`src/rtl/mips32_pkg.sv`:
```
// Shared definitions for the mips32 program loader: loader states and frame constants.
package mips32_pkg;

   typedef enum logic [2:0] {
      ST_HDR0,
      ST_HDR1,
      ST_DATA,
      ST_CHK,
      ST_RUN,
      ST_ERR
   } ld_state_e;

   localparam logic [5:0] HLT_OPCODE = 6'h3f;
   localparam int         HDR_W      = 16;

endpackage

```
`src/rtl/mips32_word_assembler.sv`:
```
// Shifts stream bytes into a big-endian 32-bit word and keeps the running XOR checksum.
module mips32_word_assembler (
   input  logic        clk1,
   input  logic        rst_n,
   input  logic        clr_i,
   input  logic        xor_en_i,
   input  logic        shift_en_i,
   input  logic [7:0]  byte_i,
   output logic [31:0] word_o,
   output logic        word_done_o,
   output logic [7:0]  csum_o
);

   logic [23:0] word_q;
   logic [1:0]  idx_q;
   logic [7:0]  csum_q;

   // word_o is the word as it will stand once byte_i is shifted in, so the
   // top can capture a complete word on the same edge as the 4th byte.
   assign word_o      = {word_q, byte_i};
   assign word_done_o = shift_en_i && (idx_q == 2'd3);
   assign csum_o      = csum_q;

   // NOTE: state registers use non-blocking assignments so every flop samples
   // pre-edge values regardless of process ordering.
   always_ff @(posedge clk1 or negedge rst_n) begin
      if (!rst_n) begin
         word_q <= '0;
         idx_q  <= '0;
         csum_q <= '0;
      end else if (clr_i) begin
         word_q <= '0;
         idx_q  <= '0;
         csum_q <= '0;
      end else begin
         if (xor_en_i) begin
            csum_q <= csum_q ^ byte_i;
         end
         if (shift_en_i) begin
            word_q <= word_o[23:0];
            idx_q  <= idx_q + 2'd1;
         end
      end
   end

endmodule

```
`src/rtl/mips32_prog_loader.sv`:
```
// Byte-serial frame loader: writes the program into instruction memory while
// holding the core, checks the XOR trailer, then releases the core.
module mips32_prog_loader
   import mips32_pkg::*;
#(
   parameter int ADDR_W    = 10,
   parameter int BASE_ADDR = 0,
   parameter int MAX_WORDS = 1024
) (
   input  logic              clk1,
   input  logic              rst_n,
   input  logic [7:0]        in_data,
   input  logic              in_valid,
   output logic              in_ready,
   input  logic              restart,
   output logic              mem_we,
   output logic [ADDR_W-1:0] mem_addr,
   output logic [31:0]       mem_wdata,
   output logic              cpu_hold,
   output logic              cpu_start,
   output logic              load_err,
   output logic [ADDR_W:0]   words_loaded
);

   ld_state_e         state_q, state_d;
   logic [7:0]        count_hi_q, count_hi_d;
   logic [HDR_W-1:0]  count_q, count_d;
   logic [ADDR_W:0]   words_q, words_d;
   logic              mem_we_q, mem_we_d;
   logic [ADDR_W-1:0] mem_addr_q, mem_addr_d;
   logic [31:0]       mem_wdata_q, mem_wdata_d;
   logic              start_q, start_d;

   logic              accept;
   logic              rearm;
   logic [HDR_W-1:0]  hdr_n;
   logic [31:0]       asm_word;
   logic              asm_done;
   logic [7:0]        asm_csum;

   assign in_ready = (state_q == ST_HDR0) || (state_q == ST_HDR1) ||
                     (state_q == ST_DATA) || (state_q == ST_CHK);
   assign accept   = in_valid && in_ready;
   assign rearm    = restart && ((state_q == ST_RUN) || (state_q == ST_ERR));
   assign hdr_n    = {count_hi_q, in_data};

   mips32_word_assembler u_asm (
      .clk1        (clk1),
      .rst_n       (rst_n),
      .clr_i       (rearm),
      .xor_en_i    (accept && (state_q != ST_CHK)),
      .shift_en_i  (accept && (state_q == ST_DATA)),
      .byte_i      (in_data),
      .word_o      (asm_word),
      .word_done_o (asm_done),
      .csum_o      (asm_csum)
   );

   // NOTE: every variable is defaulted before the case so no path leaves one
   // unassigned, which would otherwise infer a latch.
   always_comb begin
      state_d     = state_q;
      count_hi_d  = count_hi_q;
      count_d     = count_q;
      words_d     = words_q;
      mem_we_d    = 1'b0;
      mem_addr_d  = mem_addr_q;
      mem_wdata_d = mem_wdata_q;

      unique case (state_q)
         ST_HDR0: begin
            if (accept) begin
               count_hi_d = in_data;
               state_d    = ST_HDR1;
            end
         end
         ST_HDR1: begin
            if (accept) begin
               count_d = hdr_n;
               if (int'(hdr_n) > MAX_WORDS) begin
                  state_d = ST_ERR;
               end else if (hdr_n == '0) begin
                  state_d = ST_CHK;
               end else begin
                  state_d = ST_DATA;
               end
            end
         end
         ST_DATA: begin
            if (asm_done) begin
               mem_we_d    = 1'b1;
               mem_addr_d  = ADDR_W'(BASE_ADDR) + words_q[ADDR_W-1:0];
               mem_wdata_d = asm_word;
               words_d     = words_q + (ADDR_W+1)'(1);
               if (int'(words_q) + 1 == int'(count_q)) begin
                  state_d = ST_CHK;
               end
            end
         end
         ST_CHK: begin
            if (accept) begin
               state_d = (in_data == asm_csum) ? ST_RUN : ST_ERR;
            end
         end
         ST_RUN, ST_ERR: begin
            if (restart) begin
               state_d = ST_HDR0;
               words_d = '0;
            end
         end
         default: state_d = ST_HDR0;
      endcase

      // Registered so the pulse lines up with the first cycle spent in RUN.
      start_d = (state_d == ST_RUN) && (state_q != ST_RUN);
   end

   always_ff @(posedge clk1 or negedge rst_n) begin
      if (!rst_n) begin
         state_q     <= ST_HDR0;
         count_hi_q  <= '0;
         count_q     <= '0;
         words_q     <= '0;
         mem_we_q    <= 1'b0;
         mem_addr_q  <= ADDR_W'(BASE_ADDR);
         mem_wdata_q <= '0;
         start_q     <= 1'b0;
      end else begin
         state_q     <= state_d;
         count_hi_q  <= count_hi_d;
         count_q     <= count_d;
         words_q     <= words_d;
         mem_we_q    <= mem_we_d;
         mem_addr_q  <= mem_addr_d;
         mem_wdata_q <= mem_wdata_d;
         start_q     <= start_d;
      end
   end

   assign mem_we       = mem_we_q;
   assign mem_addr     = mem_addr_q;
   assign mem_wdata    = mem_wdata_q;
   assign cpu_start    = start_q;
   assign cpu_hold     = (state_q != ST_RUN);
   assign load_err     = (state_q == ST_ERR);
   assign words_loaded = words_q;

endmodule
```
`config.mk`:
```
export PLATFORM = sky130hd
export DESIGN_NAME = mips32_prog_loader
export DESIGN_NICKNAME = d
export VERILOG_FILES = /design/src/rtl/mips32_pkg.sv /design/src/rtl/mips32_word_assembler.sv /design/src/rtl/mips32_prog_loader.sv
export SDC_FILE = /design/constraint.sdc
export NUM_CORES = 1
export LEC_CHECK = 0
export ABC_AREA = 1
export CORE_UTILIZATION = 45
export CTS_CLUSTER_DIAMETER = 40
export DETAILED_ROUTE_END_ITERATION = 10
export HOLD_SLACK_MARGIN = 0.02
export MAX_ROUTING_LAYER = met4
export PLACE_DENSITY_LB_ADDON = 0.12
export SYNTH_ARGS = -nofsm -noshare
export SYNTH_HDL_FRONTEND = slang
export SYNTH_HIERARCHICAL = 1
export SYNTH_SLANG_ARGS = --single-unit
```
`constraint.sdc`:
```
create_clock -name clk1 -period 1.8 [get_ports clk1]
set_input_delay 0.36 -clock clk1 [delete_from_list [all_inputs] [get_ports clk1]]
set_output_delay 0.36 -clock clk1 [all_outputs]
set_load 0.01 [all_outputs]
```
==> impl_summary.txt <==
----------------------------------------------------
[Placed design]
  Routability cong. ... 0.865
  Post-Place Worst Slack ... -0.185 ns
  HPWL after DPL ... 9.15 mm
  Total of buffers placed on input and output ports ... 69

[Critical path]
  Critical path class ... register to primary output
  Register-to-register setup slack ... 0.09 ns
  Endpoint of the worst-slack reg-to-reg timing path ... cpu_start
  Worst-path cell chain ... clkdlybuf4s50_1
  Peak fanout along the critical path ... 6
  Endpoint kind of the worst setup timing path ... primary output
  Logic depth of the worst register-to-register path ... 15
  Endpoint arrival time on the critical path ... 1.40 ns
  Required @ worst endpoint ... 1.44 ns
  Reg-to-reg critical path startpoint ... state_q[1]
  Slowest cell on the critical path ... sky130_fd_sc_hd__clkdlybuf4s50_1
  Startpoint types ... register
  Stage delay of the slowest cell on the critical path ... 0.56 ns
  Critical path buffer and inverter count ... 1
  Cell family with the largest share of critical-path delay ... buffers and inverters

[STA]
  Relative max-transition margin ... 0.743
  Slew at the pin with the worst max-slew slack ... 0.385 ns
  Maximum frequency from static timing analysis ... 0.569 GHz
  Share of the clock period used by the worst path ... 0.977
  Max-slew violation count ... 0
  Worst Clk Skew ... 0.00451 ns
  Worst Slack Setup Final ... 0.0417 ns
  Setup violation total in the final timing report ... 0
  RSZ-0062 raised after global routing ... true
  Final-report hold violation count ... 0
  Final critical-path required period ... 1.76 ns
  Worst hold slack across all endpoints ... 0.419 ns

[Synth]
  Main combinational cell family by area after synthesis ... simple AND/OR/NAND/NOR gates
  YS warnings ... 6
  Gate Count Post-Synth ... 657
  Number of distinct library cells after synthesis ... 33
  Xor/xnor share of the synthesized area ... 0.00796
  Proportion of synthesized flip-flops having asynchronous set or reset ... 1.00
  Synth Flop Type ... sky130_fd_sc_hd__dfrtp_1
  EDFF count, synth ... 0
  Average footprint of a synthesized cell ... 8.37 um^2
  Adder and majority cell fraction of the synthesized area ... 0.00455
  Total standard cell area after synthesis ... 5500 um^2
  Area share of and/or/nand/nor cells after synthesis ... 0.321
  Synthesized-area fraction occupied by ao, oa, aoi and oai cells ... 0.0607
  Synth Net Count ... 671
  Flops & latches, synth ... 116
  Fraction of the yosys area taken by sequential cells ... 0.528
  Share of synthesized area spent on multiplexers ... 0

[Flow run]
  # Max-Cap Violations ... 0

[Finish]
  Net count of the finished layout ... 777
  Relative area change from synthesis to final layout ... 30.5%
  Number of inserted filler cells in the final layout ... 1082
  Fraction of layout instances using a drive strength above 1 ... 0.183
  Number of diodes added for antenna fixing ... 0
  Commonest non-fill, non-tap cell in the layout ... sky130_fd_sc_hd__nand2_1
  Commonest cells after routing, fill and taps aside ... 259 x sky130_fd_sc_hd__nand2_1, 111 x sky130_fd_sc_hd__dfrtp_1, 63 x sky130_fd_sc_hd__clkdlybuf4s50_1

[Global routing]
  Vias in the first global route ... 4500
  Global-route usage over all layers ... 0.233
  Antenna violations before repair ... 0
  Maximum number of pins on one net before global-route repair ... 43
  First-pass GRT wire length ... 22.0 mm
  Aggregate global routing overflow ... 0

[Clock tree]
  Clock tree from TritonCTS ... done
  Clock slew at the register clock pins of the worst setup and hold paths ... 0.05 ns
  Clock sink count ... 116
  Maximum level of the CTS H-tree ... 4
  Maximum buffer depth of the clock tree ... 2
  Clk Latency, worst-skew pair ... 0.41 ns
  Clock Root Buffer ... sky130_fd_sc_hd__clkbuf_16
  Inserted Clock Buffers ... 17

[Power and ir drop]
  P per Cell Area ... 1260 nW/um^2
  Overall power consumption ... 9.04 mW
  IR Drop Worst-Case VDD ... 0.000639 V
  Leakage power ... 3.53 nW

[Route]
  Total via count in the routed design ... 4562
  Routed wire per std cell ... 14.2 um
  Iteration-0 DRC count of the detailed router ... 274
  Length of the first detailed-routing pass in iterations ... 5
  Post-detailed-routing wire length ... 13.1 mm
  Remaining DRCs ... 0
  Post-route antenna net violation count ... 0
  Per-cell via count in the routed design ... 4.94

[Floorplan]
  Row count ... 40
  Core area ... 12000 um^2
  Horiz. Die Dim ... 113 um
  Area of the die ... 12700 um^2
  Effective utilization at floorplan ... 0.460
  Number of I/O pins ... 70
  Die Y-Extent ... 113 um

[Worst hold path]
  Worst min path class ... primary input to asynchronous set/reset pin

[Outcome]
  Result of the run ... complete, no violations

----------------------------------------------------
==> worst max path at each step <==
| stage | start | endpoint | slack [ns] | cells past startpoint |
|---|---|---|---|---|
| after floorplan | state_q[2] | cpu_start | -0.09 | 16 |
| after global placement | in_valid | cpu_start | -0.13 | 14 |
| after detailed placement | in_valid | cpu_start | -0.18 | 14 |
| after CTS | words_loaded[7] | words_loaded[7] | 0.0007 | 1 |
| after global routing | state_q[1] | cpu_start | -0.07 | 15 |
| final | words_loaded[3] | words_loaded[3] | 0.04 | 1 |
==> logic make-up (layout without fill, tap and decap cells) <==
group           count (synthesis)  in the layout
flops                         116            116
buf+inv                        86            205
fa+ha+maj                       2              2
compound gates                 63             63
xor+xnor                        5              5
simple gates                  385            385
==> synth_stat cells, types with 3 or more instances <==
master                     number  area (um^2)
sky130_fd_sc_hd__o22ai_1        5         31.3
sky130_fd_sc_hd__buf_2          7         35.0
sky130_fd_sc_hd__nand2_1      262          983
sky130_fd_sc_hd__nor2_2         5         31.3
sky130_fd_sc_hd__nor3_1         3         15.0
sky130_fd_sc_hd__buf_6          8         90.1
sky130_fd_sc_hd__nand4_1        5         31.3
sky130_fd_sc_hd__inv_2          3         11.3
sky130_fd_sc_hd__nand3_1       38          190
sky130_fd_sc_hd__dfrtp_1      116         2900
sky130_fd_sc_hd__xnor2_1        4         35.0
sky130_fd_sc_hd__o21ai_0       36          180
sky130_fd_sc_hd__a21oi_1       10         50.1
sky130_fd_sc_hd__o21ai_1        7         35.0
sky130_fd_sc_hd__nand3_2       26          260
sky130_fd_sc_hd__buf_4         10         75.1
sky130_fd_sc_hd__nor2_1        32          120
sky130_fd_sc_hd__nor2_4         5         56.3
sky130_fd_sc_hd__nand3b_1       3         22.5
sky130_fd_sc_hd__inv_1         51          191
sky130_fd_sc_hd__clkbuf_1       4         15.0
==> area by class of cell <==
cell class,count,area [um^2],share of cell area
Multi-Input combinational cell,455,2210,0.308
Tap cell,147,184,0.0256
Timing Repair Buffer,119,1090,0.152
Inverter,54,203,0.0282
Clock inverter,9,103,0.0143
Clock buffer,23,478,0.0666
Sequential cell,116,2910,0.405
==> sequential cells by signal, summed over array words and instances (netlist names), 3 cells and up <==
name and flops:
u_asm/word_q 24, words_loaded 11, u_asm/csum_o 8, mem_addr 10, count_hi_q 8, count_q 16
state_q 3, mem_wdata 32
==> layer usage <==
layer,global-route usage,vias up,wire length (um)
li1,-,2291,-
met1,0.321,2126,6510
met2,0.335,123,5880
met3,0.0443,22,458
met4,0.100,0,269
met5,-,-,0
==> stage by stage <==
step | instances | util | TNS [ns] | cell area [um^2]
2_1_floorplan | 657 | - | -1.04 | 5550
3_3_place_gp | 885 | 0.546 | -3.13 | 6530
3_5_place_dp | 885 | 0.546 | -4.00 | 6530
4_1_cts | 920 | 0.597 | 0 | 7140
5_1_grt | 923 | 0.600 | -0.0901 | 7180
6_report | 923 | 0.600 | 0 | 7180
==> power breakdown <==
| group | switching [mW] | internal, mW | leakage, nW | total [mW] |
|---|---|---|---|---|
| Sequential | 0.425 | 3.16 | 1.55 | 3.58 |
| Clock | 1.15 | 2.13 | 0.279 | 3.29 |
| Combinational | 1.27 | 0.902 | 1.70 | 2.17 |
==> repair_timing <==
| action | CTS | global route |
|---|---|---|
| buffers inserted | 2 | 2 |
| hold buffers | 1 | 0 |
| pin swaps | 0 | 4 |
| endpoints found under the setup margin | 9 | 52 |
| resized for setup | 12 | 12 |
| endpoints found under the hold margin | 24 | 0 |
| gates cloned | 0 | 1 |
Note: power is estimated with default switching activity, not from simulation.
